`src/rtl/ks_pipe_subtractor_if.sv`:
```
// ---------------------------------------------------------------------------
// ks_pipe_subtractor_if
//   Operand/result stream bundle for ks_pipe_subtractor.
//
//   Handshake semantics (both directions): a beat moves on a rising clk edge
//   when its valid and ready are both 1 at that edge. A producer holds valid
//   and its payload stable until the beat moves. A producer never waits for
//   ready before raising valid. Ready may depend combinationally on the
//   consumer's state, but never on valid from the same side.
//
//   Signals
//     in_valid  : operand beat valid                  (master -> slave)
//     in_ready  : slave accepts an operand beat        (slave  -> master)
//     A, B, Bin : minuend, subtrahend, borrow-in       (master -> slave)
//     out_valid : result beat valid                    (slave  -> master)
//     out_ready : master accepts the result beat       (master -> slave)
//     D         : difference modulo 2^W                (slave  -> master)
//     Bout      : borrow-out, unsigned A < B + Bin     (slave  -> master)
//     Z         : D == 0                               (slave  -> master)
//     V         : signed overflow                      (slave  -> master)
// ---------------------------------------------------------------------------
interface ks_pipe_subtractor_if #(
    parameter int W = 4
);
    logic         in_valid;
    logic         in_ready;
    logic [W-1:0] A;
    logic [W-1:0] B;
    logic         Bin;
    logic         out_valid;
    logic         out_ready;
    logic [W-1:0] D;
    logic         Bout;
    logic         Z;
    logic         V;

    modport master (
        output in_valid, A, B, Bin, out_ready,
        input  in_ready, out_valid, D, Bout, Z, V
    );

    modport slave (
        input  in_valid, A, B, Bin, out_ready,
        output in_ready, out_valid, D, Bout, Z, V
    );
endinterface

```
`src/rtl/ks_pipe_subtractor.sv`:
```
// ---------------------------------------------------------------------------
// ks_pipe_subtractor
//   Three-stage pipelined Kogge-Stone subtractor: D = A - B - Bin, computed as
//   A + ~B + ~Bin. Stage 1 registers bitwise propagate/generate, stage 2
//   registers the group carries produced by log2(W) prefix levels, stage 3
//   registers the difference and the Bout/Z/V flags.
//
//   Ports
//     clk   : rising-edge clock
//     rst_n : synchronous active-low reset, clears valid and data registers
//     bus   : slave side of ks_pipe_subtractor_if (operand in, result out)
//
//   Flow control: every stage advances together when the output register is
//   empty or being drained (adv). Bubbles are kept, so up to three beats are
//   in flight and in_ready equals adv.
// ---------------------------------------------------------------------------
module ks_pipe_subtractor #(
    parameter int W = 4
) (
    input  logic                 clk,
    input  logic                 rst_n,
    ks_pipe_subtractor_if.slave  bus
);
    localparam int L = $clog2(W);

    logic adv;

    // Stage 1: propagate/generate of A + ~B, carry-in, operand sign bits
    logic         v1;
    logic [W-1:0] s1_p;
    logic [W-1:0] s1_g;
    logic         s1_c0;
    logic         s1_am;
    logic         s1_bm;

    // Stage 2: group carries, propagate kept for the final xor
    logic         v2;
    logic [W-1:0] s2_p;
    logic [W-1:0] s2_c;
    logic         s2_c0;
    logic         s2_am;
    logic         s2_bm;

    // Stage 3: result register driving the bus
    logic         v3;
    logic [W-1:0] d_q;
    logic         bout_q;
    logic         z_q;
    logic         ovf_q;

    // Prefix network, level 0 is the stage-1 output
    logic [L:0][W-1:0] gl;
    logic [L:0][W-1:0] pl;
    logic              unused_p;

    logic [W-1:0] d_next;
    logic         ovf_next;

    assign adv          = !v3 || bus.out_ready;
    assign bus.in_ready = adv;

    // The carry-in acts as a generate at bit -1; merging it into bit 0 up
    // front lets log2(W) levels reach every bit without an extra level.
    assign gl[0] = {s1_g[W-1:1], s1_g[0] | (s1_p[0] & s1_c0)};
    assign pl[0] = s1_p;

    for (genvar k = 0; k < L; k++) begin : g_lvl
        for (genvar i = 0; i < W; i++) begin : g_bit
            if (i >= (1 << k)) begin : g_op
                assign gl[k+1][i] = gl[k][i] | (pl[k][i] & gl[k][i-(1<<k)]);
                assign pl[k+1][i] = pl[k][i] & pl[k][i-(1<<k)];
            end else begin : g_pass
                assign gl[k+1][i] = gl[k][i];
                assign pl[k+1][i] = pl[k][i];
            end
        end
    end

    // Group propagate of the last level is not needed for the carries.
    assign unused_p = ^pl[L];

    // s2_c[i] is the carry into bit i+1; the carry into bit 0 is c0.
    assign d_next   = s2_p ^ {s2_c[W-2:0], s2_c0};
    assign ovf_next = (s2_am ^ s2_bm) & (s2_am ^ d_next[W-1]);

    always_ff @(posedge clk) begin
        if (!rst_n) begin
            v1     <= 1'b0;
            s1_p   <= '0;
            s1_g   <= '0;
            s1_c0  <= 1'b0;
            s1_am  <= 1'b0;
            s1_bm  <= 1'b0;
            v2     <= 1'b0;
            s2_p   <= '0;
            s2_c   <= '0;
            s2_c0  <= 1'b0;
            s2_am  <= 1'b0;
            s2_bm  <= 1'b0;
            v3     <= 1'b0;
            d_q    <= '0;
            bout_q <= 1'b0;
            z_q    <= 1'b0;
            ovf_q  <= 1'b0;
        end else if (adv) begin
            v1     <= bus.in_valid;
            s1_p   <= bus.A ^ ~bus.B;
            s1_g   <= bus.A & ~bus.B;
            s1_c0  <= ~bus.Bin;
            s1_am  <= bus.A[W-1];
            s1_bm  <= bus.B[W-1];

            v2     <= v1;
            s2_p   <= s1_p;
            s2_c   <= gl[L];
            s2_c0  <= s1_c0;
            s2_am  <= s1_am;
            s2_bm  <= s1_bm;

            v3     <= v2;
            d_q    <= d_next;
            bout_q <= ~s2_c[W-1];
            z_q    <= (d_next == '0);
            ovf_q  <= ovf_next;
        end
    end

    assign bus.out_valid = v3;
    assign bus.D         = d_q;
    assign bus.Bout      = bout_q;
    assign bus.Z         = z_q;
    assign bus.V         = ovf_q;
endmodule

```
`src/flat_wrapper.sv`:
```
// flat-port wrapper written by rule: the top's interface ports become plain ports
module ks_pipe_subtractor_flat 
#(
    parameter int W = 4
)
  (clk, rst_n, bus_in_valid, bus_A, bus_B, bus_Bin, bus_out_ready, bus_in_ready, bus_out_valid, bus_D, bus_Bout, bus_Z, bus_V);
  ks_pipe_subtractor_if #(.W(W)) bus_i ();
  input  logic clk;
  input  logic rst_n;
  input wire logic [$bits(bus_i.in_valid)-1:0] bus_in_valid;
  input wire logic [$bits(bus_i.A)-1:0] bus_A;
  input wire logic [$bits(bus_i.B)-1:0] bus_B;
  input wire logic [$bits(bus_i.Bin)-1:0] bus_Bin;
  input wire logic [$bits(bus_i.out_ready)-1:0] bus_out_ready;
  output wire logic [$bits(bus_i.in_ready)-1:0] bus_in_ready;
  output wire logic [$bits(bus_i.out_valid)-1:0] bus_out_valid;
  output wire logic [$bits(bus_i.D)-1:0] bus_D;
  output wire logic [$bits(bus_i.Bout)-1:0] bus_Bout;
  output wire logic [$bits(bus_i.Z)-1:0] bus_Z;
  output wire logic [$bits(bus_i.V)-1:0] bus_V;
  assign bus_i.in_valid = bus_in_valid;
  assign bus_i.A = bus_A;
  assign bus_i.B = bus_B;
  assign bus_i.Bin = bus_Bin;
  assign bus_i.out_ready = bus_out_ready;
  assign bus_in_ready = bus_i.in_ready;
  assign bus_out_valid = bus_i.out_valid;
  assign bus_D = bus_i.D;
  assign bus_Bout = bus_i.Bout;
  assign bus_Z = bus_i.Z;
  assign bus_V = bus_i.V;
  ks_pipe_subtractor #(.W(W)) u_core (.clk(clk), .rst_n(rst_n), .bus(bus_i));
endmodule
```
`config.mk`:
```
export PLATFORM = sky130hd
export DESIGN_NAME = ks_pipe_subtractor_flat
export DESIGN_NICKNAME = d
export VERILOG_FILES = /design/src/rtl/ks_pipe_subtractor_if.sv /design/src/rtl/ks_pipe_subtractor.sv /design/src/flat_wrapper.sv
export SDC_FILE = /design/constraint.sdc
export NUM_CORES = 1
export LEC_CHECK = 0
export ABC_AREA = 1
export CAP_MARGIN = 20
export CELL_PAD_IN_SITES_DETAIL_PLACEMENT = 1
export CELL_PAD_IN_SITES_GLOBAL_PLACEMENT = 2
export CORE_MARGIN = 3
export CORE_UTILIZATION = 26
export CTS_CLUSTER_SIZE = 12
export DETAILED_ROUTE_END_ITERATION = 10
export MAX_ROUTING_LAYER = met4
export PLACE_DENSITY_LB_ADDON = 0.25
export SLEW_MARGIN = 5
export SYNTH_ARGS = -nofsm -noshare
export SYNTH_HDL_FRONTEND = slang
export SYNTH_SLANG_ARGS = --single-unit
export TNS_END_PERCENT = 10
```
`constraint.sdc`:
```
create_clock -name clk -period 1.06 [get_ports clk]
set_clock_uncertainty 0.2 [all_clocks]
set_input_delay 0.106 -clock clk [delete_from_list [all_inputs] [get_ports clk]]
set_output_delay 0.106 -clock clk [all_outputs]
set_load 0.02 [all_outputs]
```
* Yosys cells after proc, flatten, opt, wreduce, memory -nomap -nowiden
Index checks and enable logic that the tools add are counted.
** Word-level totals
- Input bits :: 13
- Output and inout bits :: 9
- Word-level logic and storage cells :: 43
- Flip-flop bits (word level) :: 32
** Cells by class
- Bitwise operators :: 23
- Reduce and logical (&&, ||, !) cells :: 3
** Operator list (count)
- $and A1 B1 Y1 :: 9
- $xor A4 B4 Y4 :: 2
- $or A1 B1 Y1 :: 6
- $and A4 B4 Y4 :: 1
- $logic_not A4 Y1 :: 1
- $not A4 Y4 :: 1
- $not A1 Y1 :: 2
- $xor A1 B1 Y1 :: 2
- $logic_not A1 Y1 :: 1
- $logic_or A1 B1 Y1 :: 1

* Depth between registers and ports, before layout
Gate-level depths: netlist of run 1.
- Depth after elaboration :: 6
- Mapped depth :: 6
- Gate-level depth less buffers :: 6

* Worst setup path before layout of run 1
No wires, ideal clock.
- Path kind :: reg-to-reg
- Start point :: register u_core.v3, in the netlist u_core.bus.out_valid
- End point :: register u_core.z_q, in the netlist u_core.bus.Z
- Data arrival time :: 0.998 ns
- Cell stages (with the launch flop) :: 6
- Library setup time :: 0.070 ns
- Setup slack :: -0.208 ns
- Period minus slack after synthesis :: 1.268 ns
- Path buffers :: 1
- Data required time :: 0.790 ns
- Cells stage by stage :: dfxtp_1 -> inv_1 -> nor2_4 -> buf_4 -> nand2_1 -> a21oi_1
** Between the ends
- Longest elaborated chain between the ends :: 2
** RTL lines
- start, declared :: line ks_pipe_subtractor.sv:45 : logic v3;
- start signal, assigned :: line ks_pipe_subtractor.sv:120 : v3 <= v2;
- $logic_not A1 Y1 :: line ks_pipe_subtractor.sv:59 : assign adv = !v3 || bus.out_ready;
- $logic_or A1 B1 Y1 :: line ks_pipe_subtractor.sv:59
- end signal, assigned :: line ks_pipe_subtractor.sv:123 : z_q <= (d_next == '0);
- end, declared :: line ks_pipe_subtractor.sv:48 : logic z_q;
No other way between the ends.
A chain may end at the register's enable or synchronous reset.

* Worst setup path after layout of run 1
- Start point :: register u_core.v3, in the netlist u_core.bus.out_valid
- End point :: register u_core.ovf_q, in the netlist u_core.bus.V
** Between the ends
- Longest elaborated chain between the ends :: 2
** RTL lines
- $logic_not A1 Y1 :: line ks_pipe_subtractor.sv:59
- $logic_or A1 B1 Y1 :: line ks_pipe_subtractor.sv:59
- end signal, assigned :: line ks_pipe_subtractor.sv:124 : ovf_q <= ovf_next;
- end, declared :: line ks_pipe_subtractor.sv:49 : logic ovf_q;
No other way between the ends.

==> results of run 1 <==
-- per-stage QoR --
step | area, sq um | hold WS (ps) | instances
2_1_floorplan | 1300 | -3.896 | 163
3_3_place_gp | 1684 | 243.8 | 258
3_5_place_dp | 1684 | 257.3 | 258
4_1_cts | 1897 | 173.8 | 271
5_1_grt | 1922 | 165.1 | 271
6_report | 1922 | 180.8 | 271
-- critical path: stages (launching register included) --
cell,delay (ps)
dfxtp_4,370
nand2_4,70
buf_6,130
buf_4,140
o21ai_0,140
a21oi_1,60
-- logic make-up after synthesis --
family / share of synthesized area [%]
simple gates: 14.59
buf+inv: 10.02
xor+xnor: 0.6811
compound gates: 21.01
flops: 49.81
fa+ha+maj: 3.891
-- per-layer routing --
metal / routed length, um / GRT usage [%] / vias up
li1: - / - / 612
met1: 1593 / 15.97 / 548
met2: 1496 / 18.45 / 20
met3: 120 / 3.664 / 2
met4: 18 / 4.167 / 0
met5: 0 / - / -
-- power groups by stage --
stage | clock network, mW | logic, mW | registers (mW)
6_report | 1.19 | 0.483 | 1.36
4_1_cts | 1.23 | 0.473 | 1.36
3_3_place_gp | 0 | 0.425 | 1.37
3_5_place_dp | 0 | 0.438 | 1.37
2_1_floorplan | 0 | 0.197 | 1.39
5_1_grt | 1.29 | 0.539 | 1.37
-- state kept, by name, indices dropped and copies added, names as in the netlist, 4 cells and up --
signal        flops
u_core.bus.D      4
u_core.s1_g       4
u_core.s1_p       4
u_core.s2_p       4
u_core.s2_c       4
-- layout make-up --
cell class / instances / area share (%)
Sequential cell: 32 / 34.05
Multi-Input combinational cell: 103 / 28.91
Timing Repair Buffer: 44 / 22.79
Clock buffer: 8 / 6.315
Tap cell: 65 / 4.232
Inverter: 19 / 3.711
-- final timing paths --
path	start	to	slack, ps
max	u_core.bus.out_valid	u_core.bus.V	-160
min	bus_Bin	u_core.s1_c0	180
max reg2reg	u_core.bus.out_valid	u_core.bus.V	-160
min reg2reg	u_core.s2_c[3]	u_core.bus.Bout	270
-- what timing repair did --
action | CTS | global route
setup endpoints to repair | 41 | 41
resized for setup | 75 | 7
hold endpoints to repair | 0 | 0
buffers inserted | 5 | 0
pin swaps | 5 | 3
-- cells in the final DEF (no fill, tap or decap), types with 2 or more instances in the layout --
master and instances:
nor2_1 23, dfxtp_1 23, buf_4 19, a21oi_1 18, inv_1 17, o21ai_1 15
nand2_1 14, o21ai_0 11, clkdlybuf4s50_1 11, buf_6 9, dfxtp_2 8, clkbuf_8 7
ha_1 4, nand3_1 3, buf_12 3, inv_2 2, nor2_4 2, nand2_2 2
a31oi_1 2, o21ai_2 2
==> run metrics, run 1 <==
largest area contributor in the netlist dfxtp_1; Die Wd 76.34 um; worst-margin pin slew 214.4 ps; n_diodes 0; clk root buf clkbuf_8; Sw Ratio 24.52%; Clk network pwr share 39.3%; Syn. warnings 0; clock sinks 32; Worst Path Required 1030 ps; LEAKAGE 0.8485 nW; setup TNS -3098 ps; kind of critical path reg -> reg; most frequent cell after synthesis dfxtp_1; Async SR Flop Fraction 0%; die area 5827 sq um; Post-route DRC 0; share of the synthesized area in the top cell type 49.81%; Relative slew margins 85.65%; Final min period 1215 ps; vias per cell 4.362; die height 76.34 um; Peak VDD IR 0.6579 mV; dpl ws -647.3 ps; fin util 42.11%; Final Setup Violations 35; final period utilization 114.6%; CP Launch Type register; RSZ-0062 raised after global routing true; Clock Path Buffers 2; Psw 0.7438 mW; DP HPWL 2293 um; Mapped Nets 180; layout cells sized above 1 29.61%; Synth Register Bits 32; Worst Path Max Fanout 4; Worst Hold Class in -> reg; synth top area cells dfxtp_1 (50%), o21ai_0 (10%), a21oi_1 (7.4%); synth-to-layout area growth 49.42%; main flop type after synthesis dfxtp_1; DR WL/cell 11.91 um; # nets final 222; violated checks negative setup slack; number of DRC markers in iteration 0 75; internal power 2.290 mW; critical path arrival 1180 ps; clk slew on worst S/H paths 70 ps; IO Pins 22; CTS tree yes; DR vias 1,182; Hold Vio Cnt, Final 0; P per Cell Area 1579 nW/um^2; Filler Cell Count 552; distinct cell type count after synthesis 19; final worst setup slack -155.0 ps; Max Slew Vio Count 0; Post-synth EDFFs 0; f_max 0.8230 GHz; vias in the first global route 1,222; largest net degree at the start of global routing 27; area of the mapped netlist 1286 sq um; Cells after Synth 163; total CTS buffers 5; Detail Route Antenna Nets 0; H-Tree Depth 2; R2R depth 5; Flop pwr share 44.8%; DRT Pass-1 Iters 3; Commonest cells post-synth dfxtp_1 (32), o21ai_0 (26), nor2_1 (24); GP Congestion 0.7309; Logic pwr share 15.9%; Rows 24; Tot Pwr 3.034 mW; first-pass GRT wire length 5713 um; Hold Buf Count CTS 0; Total GRT Usage 12.37%; Core ar. 4564 sq um; final wirelength 3228 um; Seq/Total Area, Yosys 49.81%; Sequential cell area 654.4 sq um; max cap viols 0; Multi-input gate area 555.5 sq um; IO buf count 21; Setup crit end kind register; WHS Path Cells 2; Clock Latency Late Sink 280 ps; total gr overflow 0; Avg Inst Size Synth 7.891 sq um; initial core utilization 28.18%; outcome complete, but fails checks; initial antenna violation count 0
No activity file was read; power rests on OpenSTA's default activity.
==> run 2, diff against run 1 <==
CTS_BUF_LIST = sky130_fd_sc_hd__clkbuf_4 sky130_fd_sc_hd__clkbuf_8 sky130_fd_sc_hd__clkbuf_16   (was not set)
==> results of run 2 <==
No change in the layout: final DEF, timing and power equal those of run 1.
